## src/rtl/color_blend_seq.sv

```systemverilog
`timescale 1ns/1ps
// color_blend_seq: blends a stored pixel with a brush pixel (subtract-mix, add-sat, average, replace).
// Latency: 2 cycles from request to o_valid; COLOR_W+2 when the subtractive mix must be normalised.
// Backpressure: one request in flight; o_ready stays low until the held result is taken by i_out_ready.
module color_blend_seq #(
  parameter int COLOR_W = 5,
  parameter int CNT_W   = 4
) (
  input  logic               i_clk,
  input  logic               i_rst,
  input  logic               i_valid,
  output logic               o_ready,
  input  logic [1:0]         i_mode,
  input  logic [COLOR_W-1:0] i_sdram_R,
  input  logic [COLOR_W-1:0] i_sdram_G,
  input  logic [COLOR_W-1:0] i_sdram_B,
  input  logic [COLOR_W-1:0] i_draw_R,
  input  logic [COLOR_W-1:0] i_draw_G,
  input  logic [COLOR_W-1:0] i_draw_B,
  output logic               o_valid,
  input  logic               i_out_ready,
  output logic [COLOR_W-1:0] o_draw_R,
  output logic [COLOR_W-1:0] o_draw_G,
  output logic [COLOR_W-1:0] o_draw_B
);

  localparam int AW = COLOR_W + 1;
  localparam int NW = 2 * COLOR_W + 1;
  localparam logic [COLOR_W-1:0] MAX  = {COLOR_W{1'b1}};
  localparam logic [CNT_W-1:0]   LAST = CNT_W'(COLOR_W - 1);

  typedef enum logic [1:0] {S_IDLE, S_CALC, S_DIV, S_DONE} state_t;

  state_t             r_state;
  logic               r_ready;
  logic               r_valid;
  logic [1:0]         r_mode;
  logic [COLOR_W-1:0] r_sdram_R, r_sdram_G, r_sdram_B;
  logic [COLOR_W-1:0] r_draw_R, r_draw_G, r_draw_B;
  logic [COLOR_W-1:0] r_out_R, r_out_G, r_out_B;
  logic [1:0]         r_lead;
  logic [AW-1:0]      r_m;
  logic [AW-1:0]      r_rem0, r_rem1;
  logic [COLOR_W-1:0] r_num0, r_num1;
  // Quotient bits collected so far; the last bit is appended combinationally.
  logic [COLOR_W-2:0] r_q0, r_q1;
  logic [CNT_W-1:0]   r_cnt;

  logic [AW-1:0]      w_a_R, w_a_G, w_a_B, w_m, w_d0, w_d1;
  logic [1:0]         w_lead;
  logic [NW-1:0]      w_n0, w_n1;
  logic [AW-1:0]      w_s_R, w_s_G, w_s_B;
  logic [COLOR_W-1:0] w_sat_R, w_sat_G, w_sat_B;
  logic [AW:0]        w_t0, w_t1;
  logic               w_ge0, w_ge1;
  logic [AW-1:0]      w_rem0n, w_rem1n;
  logic [COLOR_W-1:0] w_fq0, w_fq1;

  assign o_ready  = r_ready;
  assign o_valid  = r_valid;
  assign o_draw_R = r_out_R;
  assign o_draw_G = r_out_G;
  assign o_draw_B = r_out_B;

  // Per-mode arithmetic on the latched request plus one restoring-divider step per channel.
  always_comb begin
    w_a_R = {1'b0, MAX - r_sdram_R} + {1'b0, MAX - r_draw_R};
    w_a_G = {1'b0, MAX - r_sdram_G} + {1'b0, MAX - r_draw_G};
    w_a_B = {1'b0, MAX - r_sdram_B} + {1'b0, MAX - r_draw_B};
    w_m = w_a_R;
    if (w_a_G > w_m) w_m = w_a_G;
    if (w_a_B > w_m) w_m = w_a_B;
    // Ties resolve towards R, then G.
    if (w_a_R == w_m)      w_lead = 2'd0;
    else if (w_a_G == w_m) w_lead = 2'd1;
    else                   w_lead = 2'd2;
    case (w_lead)
      2'd0:    begin w_d0 = w_a_G; w_d1 = w_a_B; end
      2'd1:    begin w_d0 = w_a_R; w_d1 = w_a_B; end
      default: begin w_d0 = w_a_R; w_d1 = w_a_G; end
    endcase
    w_n0 = {{COLOR_W{1'b0}}, w_d0} * {{AW{1'b0}}, MAX};
    w_n1 = {{COLOR_W{1'b0}}, w_d1} * {{AW{1'b0}}, MAX};

    w_s_R   = {1'b0, r_sdram_R} + {1'b0, r_draw_R};
    w_s_G   = {1'b0, r_sdram_G} + {1'b0, r_draw_G};
    w_s_B   = {1'b0, r_sdram_B} + {1'b0, r_draw_B};
    w_sat_R = (w_s_R > {1'b0, MAX}) ? MAX : w_s_R[COLOR_W-1:0];
    w_sat_G = (w_s_G > {1'b0, MAX}) ? MAX : w_s_G[COLOR_W-1:0];
    w_sat_B = (w_s_B > {1'b0, MAX}) ? MAX : w_s_B[COLOR_W-1:0];

    // Partial remainder stays below the divisor, so the trial value is below 2*m.
    w_t0    = {r_rem0, r_num0[COLOR_W-1]};
    w_t1    = {r_rem1, r_num1[COLOR_W-1]};
    w_ge0   = (w_t0 >= {1'b0, r_m});
    w_ge1   = (w_t1 >= {1'b0, r_m});
    w_rem0n = w_ge0 ? (w_t0[AW-1:0] - r_m) : w_t0[AW-1:0];
    w_rem1n = w_ge1 ? (w_t1[AW-1:0] - r_m) : w_t1[AW-1:0];
    w_fq0   = {r_q0, w_ge0};
    w_fq1   = {r_q1, w_ge1};
  end

  // Control FSM with registered handshake and pixel outputs.
  always_ff @(posedge i_clk or posedge i_rst) begin
    if (i_rst) begin
      r_state   <= S_IDLE;
      r_ready   <= 1'b1;
      r_valid   <= 1'b0;
      r_mode    <= '0;
      r_sdram_R <= '0; r_sdram_G <= '0; r_sdram_B <= '0;
      r_draw_R  <= '0; r_draw_G  <= '0; r_draw_B  <= '0;
      r_out_R   <= '0; r_out_G   <= '0; r_out_B   <= '0;
      r_lead    <= '0;
      r_m       <= '0;
      r_rem0    <= '0; r_rem1 <= '0;
      r_num0    <= '0; r_num1 <= '0;
      r_q0      <= '0; r_q1   <= '0;
      r_cnt     <= '0;
    end else begin
      case (r_state)
        S_IDLE: begin
          if (i_valid && r_ready) begin
            r_mode    <= i_mode;
            r_sdram_R <= i_sdram_R; r_sdram_G <= i_sdram_G; r_sdram_B <= i_sdram_B;
            r_draw_R  <= i_draw_R;  r_draw_G  <= i_draw_G;  r_draw_B  <= i_draw_B;
            r_ready   <= 1'b0;
            r_state   <= S_CALC;
          end
        end
        S_CALC: begin
          if (r_mode == 2'd0 && w_m > {1'b0, MAX}) begin
            // Mix overflows the channel range: rescale so the leader hits MAX.
            r_lead  <= w_lead;
            r_m     <= w_m;
            r_rem0  <= w_n0[NW-1:COLOR_W];
            r_rem1  <= w_n1[NW-1:COLOR_W];
            r_num0  <= w_n0[COLOR_W-1:0];
            r_num1  <= w_n1[COLOR_W-1:0];
            r_q0    <= '0;
            r_q1    <= '0;
            r_cnt   <= '0;
            r_state <= S_DIV;
          end else begin
            case (r_mode)
              2'd0: begin
                r_out_R <= MAX - w_a_R[COLOR_W-1:0];
                r_out_G <= MAX - w_a_G[COLOR_W-1:0];
                r_out_B <= MAX - w_a_B[COLOR_W-1:0];
              end
              2'd1: begin
                r_out_R <= w_sat_R; r_out_G <= w_sat_G; r_out_B <= w_sat_B;
              end
              2'd2: begin
                r_out_R <= w_s_R[AW-1:1]; r_out_G <= w_s_G[AW-1:1]; r_out_B <= w_s_B[AW-1:1];
              end
              default: begin
                r_out_R <= r_draw_R; r_out_G <= r_draw_G; r_out_B <= r_draw_B;
              end
            endcase
            r_valid <= 1'b1;
            r_state <= S_DONE;
          end
        end
        S_DIV: begin
          r_rem0 <= w_rem0n;
          r_rem1 <= w_rem1n;
          r_num0 <= {r_num0[COLOR_W-2:0], 1'b0};
          r_num1 <= {r_num1[COLOR_W-2:0], 1'b0};
          r_q0   <= w_fq0[COLOR_W-2:0];
          r_q1   <= w_fq1[COLOR_W-2:0];
          r_cnt  <= r_cnt + CNT_W'(1);
          if (r_cnt == LAST) begin
            // Leader is pinned to MAX, so its subtractive output is zero.
            case (r_lead)
              2'd0: begin
                r_out_R <= '0; r_out_G <= MAX - w_fq0; r_out_B <= MAX - w_fq1;
              end
              2'd1: begin
                r_out_R <= MAX - w_fq0; r_out_G <= '0; r_out_B <= MAX - w_fq1;
              end
              default: begin
                r_out_R <= MAX - w_fq0; r_out_G <= MAX - w_fq1; r_out_B <= '0;
              end
            endcase
            r_valid <= 1'b1;
            r_state <= S_DONE;
          end
        end
        S_DONE: begin
          if (i_out_ready) begin
            r_valid <= 1'b0;
            r_ready <= 1'b1;
            r_state <= S_IDLE;
          end
        end
        default: r_state <= S_IDLE;
      endcase
    end
  end

endmodule

```

## config.mk

```make
export PLATFORM = sky130hd
export DESIGN_NAME = color_blend_seq
export DESIGN_NICKNAME = d
export VERILOG_FILES = /design/src/rtl/color_blend_seq.sv
export SDC_FILE = /design/constraint.sdc
export NUM_CORES = 1
export LEC_CHECK = 0
export BUFFER_PORTS_ARGS = -buffer_cell sky130_fd_sc_hd__buf_2
export CORE_MARGIN = 2
export CORE_UTILIZATION = 50
export DETAILED_ROUTE_END_ITERATION = 12
export GPL_ROUTABILITY_DRIVEN = 0
export HOLD_SLACK_MARGIN = 0.06
export MAX_ROUTING_LAYER = met4
export PLACE_DENSITY = 0.71
export SLEW_MARGIN = 20
export SYNTH_ARGS = -nofsm -noshare
export SYNTH_HDL_FRONTEND = slang
export SYNTH_SLANG_ARGS = --single-unit
```

## constraint.sdc

```tcl
create_clock -name i_clk -period 9.27 [get_ports i_clk]
set_input_delay 1.854 -clock i_clk [delete_from_list [all_inputs] [get_ports i_clk]]
set_output_delay 1.854 -clock i_clk [all_outputs]
set_load 0.01 [all_outputs]
```

**Word level (Yosys, flattened, before mapping)**

Cells that the tools add are included.

- Register bits after elaboration: 93
- Latch bits: 0
- Memory bits (writable): 0
- Memory bits (read-only): 0
- Input port bits: 36
- Output and inout port bits: 17
- Word-level logic and storage cells: 135
- Memories: 0

- Add/sub/neg operators: 20
- Multiply operators: 2
- Divide/modulo/power cells: 0
- Order comparisons: 8
- Eq/ne operators: 15
- Shift operators: 0
- Mux-type cells: 50
- Bitwise operators: 0
- Reductions and logical operators: 18

Operators by type and width:

| kind | number |
|---|---|
| 5-bit 2-to-1 mux | 13 |
| 5-bit case mux with 2 select lines | 6 |
| 5-bit subtractor, first input constant | 11 |
| 6-bit 2-to-1 mux | 8 |
| 5-bit case mux with 3 select lines | 3 |
| 5-bit by 5-bit adder with 6-bit output | 6 |
| 6-bit by 5-bit greater-than comparator with 1-bit output, second input constant | 4 |
| 4-bit case mux with 2 select lines | 3 |
| 6-bit case mux with 2 select lines | 2 |
| 6-bit by 5-bit multiplier with 11-bit output, second input constant | 2 |
| 7-bit by 6-bit greater-or-equal comparator with 1-bit output | 2 |
| 6-bit equality test | 2 |
| 6-bit greater-than comparator | 2 |
| 6-bit subtractor | 2 |
| 2-bit 2-to-1 mux | 5 |
| 2-bit inequality test, second input constant | 5 |
| 3-bit AND reduction | 3 |
| 2-bit by 1-bit equality test with 1-bit output, second input constant | 4 |
| 2-bit zero test | 4 |
| 2-bit case mux with 4 select lines | 1 |
| 2-bit equality test, second input constant | 3 |
| 1-bit 2-to-1 mux | 6 |
| 2-bit AND reduction | 3 |
| 4-bit by 1-bit adder with 4-bit output, second input constant | 1 |
| 9 further kinds | 12 |

**Logic depth before layout (Yosys ltp)**

Gate-level depths: netlist (run 1).

- Depth after elaboration: 15
- Mapped depth: 40
- Mapped depth without buffers: 38

**Worst setup path after synthesis (run 1)**

OpenSTA, ideal clock, no wires.

- Path type: flip-flop to flip-flop
- Start point: register r_sdram_G[1]
- End point: register r_rem1[5]
- Library setup time: 123 ps
- Arrival: 8,723 ps
- Data required time: 9,147 ps
- Path slack: 424 ps
- Stages on the path, launching flop included: 39
- Path buffers: 2
- Clock period less this slack: 8,846 ps
- Cells stage by stage: dfrtp_1 -> inv_1 -> ha_1 -> a211oi_2 -> nor2_2 -> a21o_1 -> a21oi_1 -> inv_1 -> ha_1 -> nand2_1 -> or4_4 -> o21ai_2 -> mux2_2 -> ha_1 -> nand3b_1 -> a21boi_0 -> o21a_1 -> clkbuf_1 -> [... 3 more ...] -> a21o_1 -> clkbuf_1 -> o21ai_0 -> fa_1 -> inv_1 -> fa_1 -> fa_1 -> inv_1 -> ha_1 -> inv_1 -> nor2_1 -> nor2_1 -> o21bai_1 -> a21oi_1 -> o21ai_0 -> xnor2_1 -> o21ai_0 -> o21ai_1

- Cells in the longest elaborated chain, start to end: 15
- Elaborated cells on any way between the ends: 21
- Those cells by class: add/sub: 2; mul: 1; order compare: 3; eq/ne: 4; mux: 7; reduce/logical: 4

Ends and longest elaborated chain:

| item | RTL line | text |
|---|---|---|
| start, declared | 38 | `logic [COLOR_W-1:0] r_sdram_R, r_sdram_G, r_sdram_B;` |
| start signal, assigned | 124 | `r_sdram_R <= i_sdram_R; r_sdram_G <= i_sdram_G; r_sdram_B <= i_sdram_B;` |
| 5-bit subtractor (*) | 68 | `w_a_G = {1'b0, MAX - r_sdram_G} + {1'b0, MAX - r_draw_G};` |
| 5-bit by 5-bit adder with 6-bit output (*) | 68 |  |
| 6-bit greater-than comparator | 71 | `if (w_a_G > w_m) w_m = w_a_G;` |
| 6-bit 2-to-1 mux | 71 |  |
| 6-bit greater-than comparator | 72 | `if (w_a_B > w_m) w_m = w_a_B;` |
| 6-bit 2-to-1 mux | 72 |  |
| 6-bit equality test | 75 | `else if (w_a_G == w_m) w_lead = 2'd1;` |
| 2-bit 2-to-1 mux | 75 |  |
| 2-bit 2-to-1 mux | 74 | `if (w_a_R == w_m) w_lead = 2'd0;` |
| 2-bit by 1-bit equality test with 1-bit output or 2-bit zero test (tied branches) | 77 | `case (w_lead)` |
| 2-bit OR reduction (no source line) | - |  |
| 6-bit 2-to-1 mux | 77 |  |
| 6-bit by 5-bit multiplier with 11-bit output | 83 | `w_n1 = {{COLOR_W{1'b0}}, w_d1} * {{AW{1'b0}}, MAX};` |
| 6-bit 2-to-1 mux | 131 | `if (r_mode == 2'd0 && w_m > {1'b0, MAX}) begin` |
| 6-bit case mux with 2 select lines | 120 | `case (r_state)` |
| end signal, assigned | 136 | `r_rem1 <= w_n1[NW-1:COLOR_W];` |
| end signal, assigned | 166 | `r_rem1 <= w_rem1n;` |
| end, declared | 43 | `logic [AW-1:0] r_rem0, r_rem1;` |

Every way passes the cells marked *; elsewhere a longest branch is shown, timed or not. The select of a mux whose other input is x is not followed.
A chain may end at the register's enable or synchronous reset.

**Final worst setup path (run 1)**

- Start point: register r_draw_G[1]
- End point: register r_rem1[5]

- Cells in the longest elaborated chain, start to end: 15
- Elaborated cells on any way between the ends: 21
- Those cells by class: add/sub: 2; mul: 1; order compare: 3; eq/ne: 4; mux: 7; reduce/logical: 4

Ends and longest elaborated chain:

| item | RTL line | text |
|---|---|---|
| start, declared | 39 | `logic [COLOR_W-1:0] r_draw_R, r_draw_G, r_draw_B;` |
| start signal, assigned | 125 | `r_draw_R <= i_draw_R; r_draw_G <= i_draw_G; r_draw_B <= i_draw_B;` |
| 5-bit subtractor (*) | 68 |  |
| 5-bit by 5-bit adder with 6-bit output (*) | 68 |  |
| 6-bit greater-than comparator | 71 |  |
| 6-bit 2-to-1 mux | 71 |  |
| 6-bit greater-than comparator | 72 |  |
| 6-bit 2-to-1 mux | 72 |  |
| 6-bit equality test | 75 |  |
| 2-bit 2-to-1 mux | 75 |  |
| 2-bit 2-to-1 mux | 74 |  |
| 2-bit by 1-bit equality test with 1-bit output or 2-bit zero test (tied branches) | 77 |  |
| 2-bit OR reduction (no source line) | - |  |
| 6-bit 2-to-1 mux | 77 |  |
| 6-bit by 5-bit multiplier with 11-bit output | 83 |  |
| 6-bit 2-to-1 mux | 131 |  |
| 6-bit case mux with 2 select lines | 120 |  |

Marked as above.

==> results of run 1 <==
[where the power goes]
part / total, mW / internal (mW) / switching (mW)
clock: 0.376 / 0.197 / 0.179
combinational: 0.0158 / 0.00562 / 0.0102
sequential: 0.405 / 0.405 / 0
total: 0.797 / 0.608 / 0.189
[final timing paths]
check	start	end	slack (ps)
worst max-delay path	r_draw_G[1]	r_rem1[5]	580
worst min-delay path	r_num0[1]	r_num0[1]	490
worst max register to register	r_draw_G[1]	r_rem1[5]	580
worst min register to register	r_num0[1]	r_num0[1]	490
max in group asynchronous	i_rst	r_rem0[3]	6650
min in group asynchronous	i_rst	r_draw_B[2]	1560
[registers in the layout (all words and copies together) (netlist names), 2 cells and up]
signal / flops
o_draw_B: 5
o_draw_G: 5
o_draw_R: 5
r_cnt: 4
r_draw_B: 5
r_draw_G: 5
r_draw_R: 5
r_lead: 2
r_m: 6
r_mode: 2
r_num0: 5
r_num1: 5
r_q0: 4
r_q1: 4
r_rem0: 6
r_rem1: 6
r_sdram_B: 5
r_sdram_G: 5
r_sdram_R: 5
r_state: 2
[layer usage]
| layer | share of wire [%] | vias up | GRT usage [%] |
|---|---|---|---|
| met5 | 0 | - | - |
| met3 | 3.8 | 41 | 2.46 |
| met1 | 46 | 3105 | 29.7 |
| met4 | 2.8 | 0 | 7.66 |
| li1 | - | 3174 | - |
| met2 | 48 | 189 | 36.9 |
[Yosys cell counts, drive strengths merged (12+ instances only)]
library cell    n
xor2           16
a21oi          51
dfrtp          92
a211oi         12
fa             29
mux2i          25
nor2           60
inv           112
o21ai          69
ha             95
clkbuf         21
nand2          64
mux2           56
xnor2          43
[layout make-up]
| cell class | instances | area share [%] |
|---|---|---|
| clock inverter | 6 | 0.614 |
| sequential | 93 | 24.8 |
| clock buffer | 10 | 2.55 |
| multi-input combinational | 646 | 59.8 |
| timing repair buffer | 76 | 4.70 |
| tap | 220 | 2.94 |
| inverter | 113 | 4.55 |
[placed cells by master (no fill, tap or decap), types with 24 or more instances in the layout]
cell type	synthesis	routed
a21oi_1	50	50
buf_2	4	52
buf_4	3	24
dfrtp_1	92	92
fa_1	29	29
ha_1	95	94
inv_1	111	110
mux2_2	46	46
mux2i_1	25	24
nand2_1	64	64
nor2_1	58	58
o21ai_0	63	61
xnor2_1	41	41
[worst reg2reg max path, delay by kind of cell (launching register included)]
| kind | cells | cell delay, ps |
|---|---|---|
| XOR/XNOR | 2 | 250 |
| flip-flops | 1 | 490 |
| adder cells (fa/ha/maj) | 7 | 2660 |
| buffers and inverters | 4 | 280 |
| AO/OA/AOI/OAI | 13 | 2460 |
| multiplexers | 3 | 1030 |
| AND/OR/NAND/NOR | 7 | 1390 |
[cell families after synthesis]
logic type / after synthesis / synth area share, %
adder cells (fa/ha/maj): 127 / 21.2
buffers and inverters: 145 / 6.81
AND/OR/NAND/NOR: 163 / 8.65
XOR/XNOR: 59 / 6.80
AO/OA/AOI/OAI: 207 / 16.1
multiplexers: 89 / 12.9
flip-flops: 93 / 27.4
[timing repair]
action | 4_1_cts | 5_1_grt
endpoints found under the setup margin | 0 | 6
gates resized for setup | 0 | 7
setup buffers | 0 | 5
==> impl_metrics.toml, run 1 <==
[outcome]
outcome = "finished, final reports clean"

[detailed_routing]
route.detailed.drc = 0
avgViaCountPerCell = 5.59
avgRoutedWirePerCell_um = 16.4
wl_mm = 19.1
firstDrtPassIters = 6
dr_total_vias = 6509
postRouteAntennaNets = 0
drt-initial-drc-count = 385

[placed_design]
placed_cell_area_mm2 = 0.00902
dp.cells = 1142
dp_hpwl_mm = 14.7
io_buffers = 52
place_ws_ps = 255

[setup_path]
endpoint_kind = "flop"
crit_family = "adder cells"
cp.required_ps = 9500
path_class = "flop to flop"
path_buf_inv = 4
rr_worst_depth = 36
cp_num_cells = 36
cp_slowest_cell = "fa_1"
cp-start-kind = "flop"
crit_fanout = 9
cp_data_arrival_time_ps = 8920
cpPeakStageDelay_ps = 560

[layout]
finalNetCount = 1099
antenna_cells = 0
area_growth_syn_to_layout_pct = 10.5
seq_area_mm2 = 0.00233
final_core_util_pct = 56.5
multi_input_area_mm2 = 0.00561
final_area_mm2 = 0.00937
drive_above_1_share_pct = 19.8
n_fill_cell = 1478
final_cells = 1164

[clock_tree]
cts_buffer_depth = 2
hold_buffers = 0
clock_sinks = 93
clk_pin_slew_ps = 70
tritoncts.num_buffers = 9
cts-root-buf = "clkbuf_16"
clk_latency_ps = 350
cts_tree = "done"
h-tree-depth = 3

[global_route]
grt_pass1_vias = 6303
grt.overflow.total = 0
grt_max_degree = 54
grt_pass1_wl_mm = 31.8
grt_usage_pct = 22.7
antenna_found_initial = 0

[yosys]
ys_types = 75
synth_area_mm2 = 0.00849
synth_fp_nets = 1043
synth_top_area_share_pct = 27.1
synth_edf_count = 0
yosys_warnings = 0
ys.flop_type = "dfrtp_1"
synthCells = 883
synth-async-reset-ratio_pct = 100
synth_area_leader_cell = "dfrtp_1"
ys_seq_area_share_pct = 27.4
synthTopCellsByArea = "dfrtp_1 (27%), ha_1 (14%), fa_1 (6.8%)"
ys_ff_latch = 93
syn_area_per_cell_um2 = 9.61

[floorplanning]
core-area_mm2 = 0.0166
die_x_um = 134
io_pins = 53
die_area_mm2 = 0.0180
start_util_pct = 51.2
die_height_um = 134
row_count = 47

[hold_path]
holdPathStages = 2
hold_class = "flop to flop"

[sta]
hold_violations = 0
tightest_slew_ps = 951
fmax_mhz = 115
max_slew_margin_pct = 35.8
min_period_ps = 8690
fin_tns_setup_ps = 0
finalClockSkew_ps = 10.2
finalSetupViolations = 0
finalWorstSetupSlack_ps = 584
fin_crit_sh_pct = 93.7
drv_slew = 0
hold_slack_ps = 485

[pwr]
power_density_mw_per_mm2 = 85.0
p_leak_nw = 4.49
vdd_ir_drop_max_mv = 0.0734
power.total_mw = 0.797

[run]
maxCapViolCount = 0
Power figures use the tool's default switching activity.
==> run 2: changes to the inputs <==
--- a/config.mk
+++ b/config.mk
@@ -7,12 +7,12 @@
 export LEC_CHECK = 0
 export BUFFER_PORTS_ARGS = -buffer_cell sky130_fd_sc_hd__buf_2
 export CORE_MARGIN = 2
-export CORE_UTILIZATION = 50
+export CORE_UTILIZATION = 57
 export DETAILED_ROUTE_END_ITERATION = 12
 export GPL_ROUTABILITY_DRIVEN = 0
 export HOLD_SLACK_MARGIN = 0.06
 export MAX_ROUTING_LAYER = met4
-export PLACE_DENSITY = 0.71
+export PLACE_DENSITY = 0.8
 export SLEW_MARGIN = 20
 export SYNTH_ARGS = -nofsm -noshare
 export SYNTH_HDL_FRONTEND = slang
==> run 2 against run 1 <==
  * Global-route usage is 3.4 points higher
  * Setup slack worse by 140 ps
  * Register-to-register slack got worse by 140 ps
  * Clock-buffer cell count fell by 1
  * Cell area decreased by 0.33%
  * Die area decreased by 12%
  * Sequential cell count did not move
  * Critical endpoint unchanged
  * Largest power group unchanged
==> impl_metrics.toml, run 2 (same netlist as run 1, synthesis figures left out) <==
[setup_path]
endpoint_kind = "flop"
cpPeakStageDelay_ps = 570
cp_slowest_cell = "fa_1"
cp.required_ps = 9510
rr_startpoint = "r_sdram_G[1]"
cp_data_arrival_time_ps = 9060
crit_fanout = 9
cp-start-kind = "flop"
path_class = "flop to flop"
startpoint = "r_sdram_G[1]"

[detailed_routing]
avgRoutedWirePerCell_um = 17.5
firstDrtPassIters = 7
route.detailed.drc = 0
avgViaCountPerCell = 5.87
postRouteAntennaNets = 0
drt-initial-drc-count = 525
dr_total_vias = 6603
wl_mm = 19.7

[pwr]
power.switching_mw = 0.204
vdd_ir_drop_max_mv = 0.0836
power_density_mw_per_mm2 = 86.5
clkPwrFrac_pct = 48.0
swShare_pct = 25.3
pwr-share-seq_pct = 50.1
power.total_mw = 0.809
p_leak_nw = 4.48
p_int_mw = 0.604
p_comb_share_pct = 1.9

[sta]
finalClockSkew_ps = 9.58
finalWorstSetupSlack_ps = 447
finalSetupViolations = 0
fin_crit_sh_pct = 95.2
max_slew_margin_pct = 25.8
fin_tns_setup_ps = 0
drv_slew = 0
hold_violations = 0
tightest_slew_ps = 1100
fmax_mhz = 113
min_period_ps = 8820

[clock_tree]
clk_latency_ps = 370
hold_buffers = 0
h-tree-depth = 3
tritoncts.num_buffers = 9
clk_pin_slew_ps = 80
cts_tree = "done"
clock_sinks = 93
cts-root-buf = "clkbuf_16"
cts_buffer_depth = 2

[global_route]
grt.overflow.total = 0
antenna_found_initial = 0
grt_max_degree = 57
grt_usage_pct = 26.1
grt_pass1_vias = 6654
grt_pass1_wl_mm = 32.4

[layout]
final_common_cell = "inv_1"
seq_area_mm2 = 0.00233
drive_above_1_share_pct = 19.7
n_fill_cell = 1160
finalNetCount = 1096
final_cells = 1125
antenna_cells = 0
top_regs = "r_m (6), r_rem0 (6), r_rem1 (6)"
final_cell_mix = "inv_1 (110), ha_1 (94), dfrtp_1 (91)"
multi_input_area_mm2 = 0.00561
area_growth_syn_to_layout_pct = 10.1
final_core_util_pct = 64.3

[floorplanning]
die_height_um = 126
row_count = 44
die_x_um = 126
io_pins = 53
start_util_pct = 58.4
core-area_mm2 = 0.0145
die_area_mm2 = 0.0159

[placed_design]
place_ws_ps = 101
io_buffers = 52
dp_hpwl_mm = 14.8
dp.cells = 1103

[run]
maxCapViolCount = 0

[outcome]
outcome = "finished, final reports clean"

[hold_path]
worstHoldStart = "r_num1[4]"
hold_class = "flop to flop"
## run 2: final timing paths
check | end | slack [ps] | depth (start not counted)
min in group asynchronous | r_sdram_B[2] | 1490 | 2
worst min-delay path | r_num1[4] | 480 | 2
worst min register to register | r_num1[4] | 480 | 2
max in group asynchronous | r_num0[2] | 6690 | 3
worst max register to register | r_rem1[5] | 450 | 36
worst max-delay path | r_rem1[5] | 450 | 36
## run 2: through the flow
step / hold slack, ps / area (um2)
6_report: 485 / 9340
3_5_place_dp: 469 / 8950
5_1_grt: 501 / 9340
2_1_floorplan: 433 / 8490
3_3_place_gp: 460 / 8950
4_1_cts: 486 / 9260
## run 2: final cells by class
cell class	instances	share of cell area, %
inverter	113	4.57
clock inverter	7	0.924
multi-input combinational	646	60.1
timing repair buffer	73	4.61
clock buffer	9	2.41
tap	184	2.46
sequential	93	24.9
## run 2: layer usage
metal	track usage (%)	routed length, um
met3	3.14	924
met1	32.3	8310
met5	-	0
met2	42.2	9550
met4	13.5	882
## run 2: what timing repair did
item                       4_1_cts  5_1_grt
setup endpoints to repair        0        7
resized for setup                0       10
buffers inserted                 0        5
## run 2: power by group through the flow
stage               registers (mW)  clock network (mW)  logic, mW
floorplan                    0.413                   0    0.00619
global placement             0.413                   0     0.0160
detailed placement           0.413                   0     0.0163
CTS                          0.405               0.393     0.0163
global route                 0.405               0.408     0.0183
finish                       0.405               0.388     0.0155
## run 2: worst max-delay path, delay by kind of cell (launching register included)
kind,cells,cell delay [ps]
fa+ha+maj,7,2840
flops,1,480
mux,3,830
simple gates,7,1570
compound gates,13,2330
xor+xnor,2,320
buf+inv,4,330
==> run 3: changes to the inputs <==
--- a/config.mk
+++ b/config.mk
@@ -5,7 +5,7 @@
 export SDC_FILE = /design/constraint.sdc
 export NUM_CORES = 1
 export LEC_CHECK = 0
-export BUFFER_PORTS_ARGS = -buffer_cell sky130_fd_sc_hd__buf_2
+export BUFFER_PORTS_ARGS = -buffer_cell sky130_fd_sc_hd__buf_4
 export CORE_MARGIN = 2
 export CORE_UTILIZATION = 57
 export DETAILED_ROUTE_END_ITERATION = 12
==> run 3 against run 2 <==
  * Register-to-register slack gained 60 ps
  * Combinational power up 28%
  * Non-clock buffer count shrank 2
  * First-iteration DRC count is 5.7% higher
  * Clock power shrank 4%
  * Power down 1.2%
  * Final cell count about the same
  * Setup slack improved by 63 ps
  * Sequential power hardly changed
  * Clock-buffer cell count is the same
  * Fmax is 0.72% higher
==> impl_metrics.toml, run 3 (same netlist as run 1, synthesis figures left out) <==
[clock_tree]
clock_sinks = 93
h-tree-depth = 3
hold_buffers = 0
clk_latency_ps = 360
clk_pin_slew_ps = 70
cts-root-buf = "clkbuf_16"
cts_tree = "done"
cts_buffer_depth = 2
tritoncts.num_buffers = 9

[global_route]
antenna_found_initial = 0
grt_pass1_vias = 6720
grt.overflow.total = 0
grt_max_degree = 57
grt_usage_pct = 25.9
grt_pass1_wl_mm = 32.3

[sta]
finalSetupViolations = 0
rsz0062_at_grt = "no"
hold_slack_ps = 486
fin_tns_setup_ps = 0
tightest_slew_ps = 968
fmax_mhz = 114
finalWorstSetupSlack_ps = 510
min_period_ps = 8760
max_slew_margin_pct = 34.6
drv_slew = 0
fin_crit_sh_pct = 94.5
finalClockSkew_ps = 11.1
hold_violations = 0

[layout]
top_regs = "r_m (6), r_rem0 (6), r_rem1 (6)"
area_growth_syn_to_layout_pct = 11.1
final_core_util_pct = 64.9
antenna_cells = 0
final_cells = 1124
n_fill_cell = 1182
final_cell_mix = "inv_1 (110), ha_1 (94), dfrtp_1 (91)"
final_area_mm2 = 0.00943
drive_above_1_share_pct = 19.5
final_common_cell = "inv_1"
finalNetCount = 1095

[setup_path]
cp-start-kind = "flop"
cp_data_arrival_time_ps = 8980
cp.required_ps = 9490
cp_slowest_cell = "fa_1"
path_buf_inv = 4
endpoint_kind = "flop"
crit_family = "adder cells"
cpPeakStageDelay_ps = 560
crit_fanout = 9
path_class = "flop to flop"

[detailed_routing]
wl_mm = 19.3
route.detailed.drc = 0
drt-initial-drc-count = 555
dr_total_vias = 6634
avgRoutedWirePerCell_um = 17.2
avgViaCountPerCell = 5.90
firstDrtPassIters = 5
postRouteAntennaNets = 0

[floorplanning]
die_height_um = 126
die_area_mm2 = 0.0159
io_pins = 53
core-area_mm2 = 0.0145
row_count = 44
start_util_pct = 58.4
die_x_um = 126

[placed_design]
dp.cells = 1104
place_ws_ps = 189
io_buffers = 52
placed_cell_area_mm2 = 0.00909
dp_hpwl_mm = 14.6

[hold_path]
hold_class = "flop to flop"

[pwr]
power_density_mw_per_mm2 = 84.7
p_leak_nw = 4.49
power.total_mw = 0.799
vdd_ir_drop_max_mv = 0.0799

[run]
maxCapViolCount = 0

[outcome]
outcome = "finished, final reports clean"
==> run 3: worst paths after layout <==
kind | startpoint | depth (start not counted) | to | slack, ps
max | r_draw_R[0] | 34 | r_rem1[5] | 510
min | r_num0[2] | 2 | r_num0[2] | 490
min in group asynchronous | i_rst | 2 | r_sdram_B[2] | 1510
min reg2reg | r_num0[2] | 2 | r_num0[2] | 490
max in group asynchronous | i_rst | 3 | r_rem0[4] | 6660
max reg2reg | r_draw_R[0] | 34 | r_rem1[5] | 510
==> run 3: layer usage <==
metal | vias to the layer above | wire length (um) | global-route usage (%) | share of wire [%]
li1 | 3163 | - | - | -
met1 | 3198 | 8400 | 32.6 | 43
met2 | 219 | 9390 | 43.0 | 49
met3 | 54 | 863 | 2.97 | 4.5
met4 | 0 | 665 | 10.1 | 3.4
met5 | - | 0 | - | 0
==> run 3: cell type report <==
class | count | area, um2 | share of cell area (%)
clock inverter | 7 | 70.1 | 0.743
inverter | 113 | 427 | 4.52
tap | 184 | 230 | 2.44
clock buffer | 9 | 225 | 2.39
sequential | 93 | 2330 | 24.7
multi-input combinational | 647 | 5610 | 59.5
timing repair buffer | 71 | 533 | 5.65
==> run 3: repair_timing <==
item / CTS / global route
buffers inserted: 0 / 2
gates resized for setup: 0 / 9
endpoints found under the setup margin: 0 / 6
==> run 3: report_power, final <==
| group | total, mW | internal [mW] | switching, mW |
|---|---|---|---|
| Sequential | 0.405 | 0.405 | 0 |
| Clock | 0.374 | 0.190 | 0.184 |
| Combinational | 0.0198 | 0.00969 | 0.0101 |
==> run 3: worst min-delay path, stage by stage (launching register included) <==
cell and delay (ps):
dfrtp_1 350, nand2_1 50, o21ai_0 60
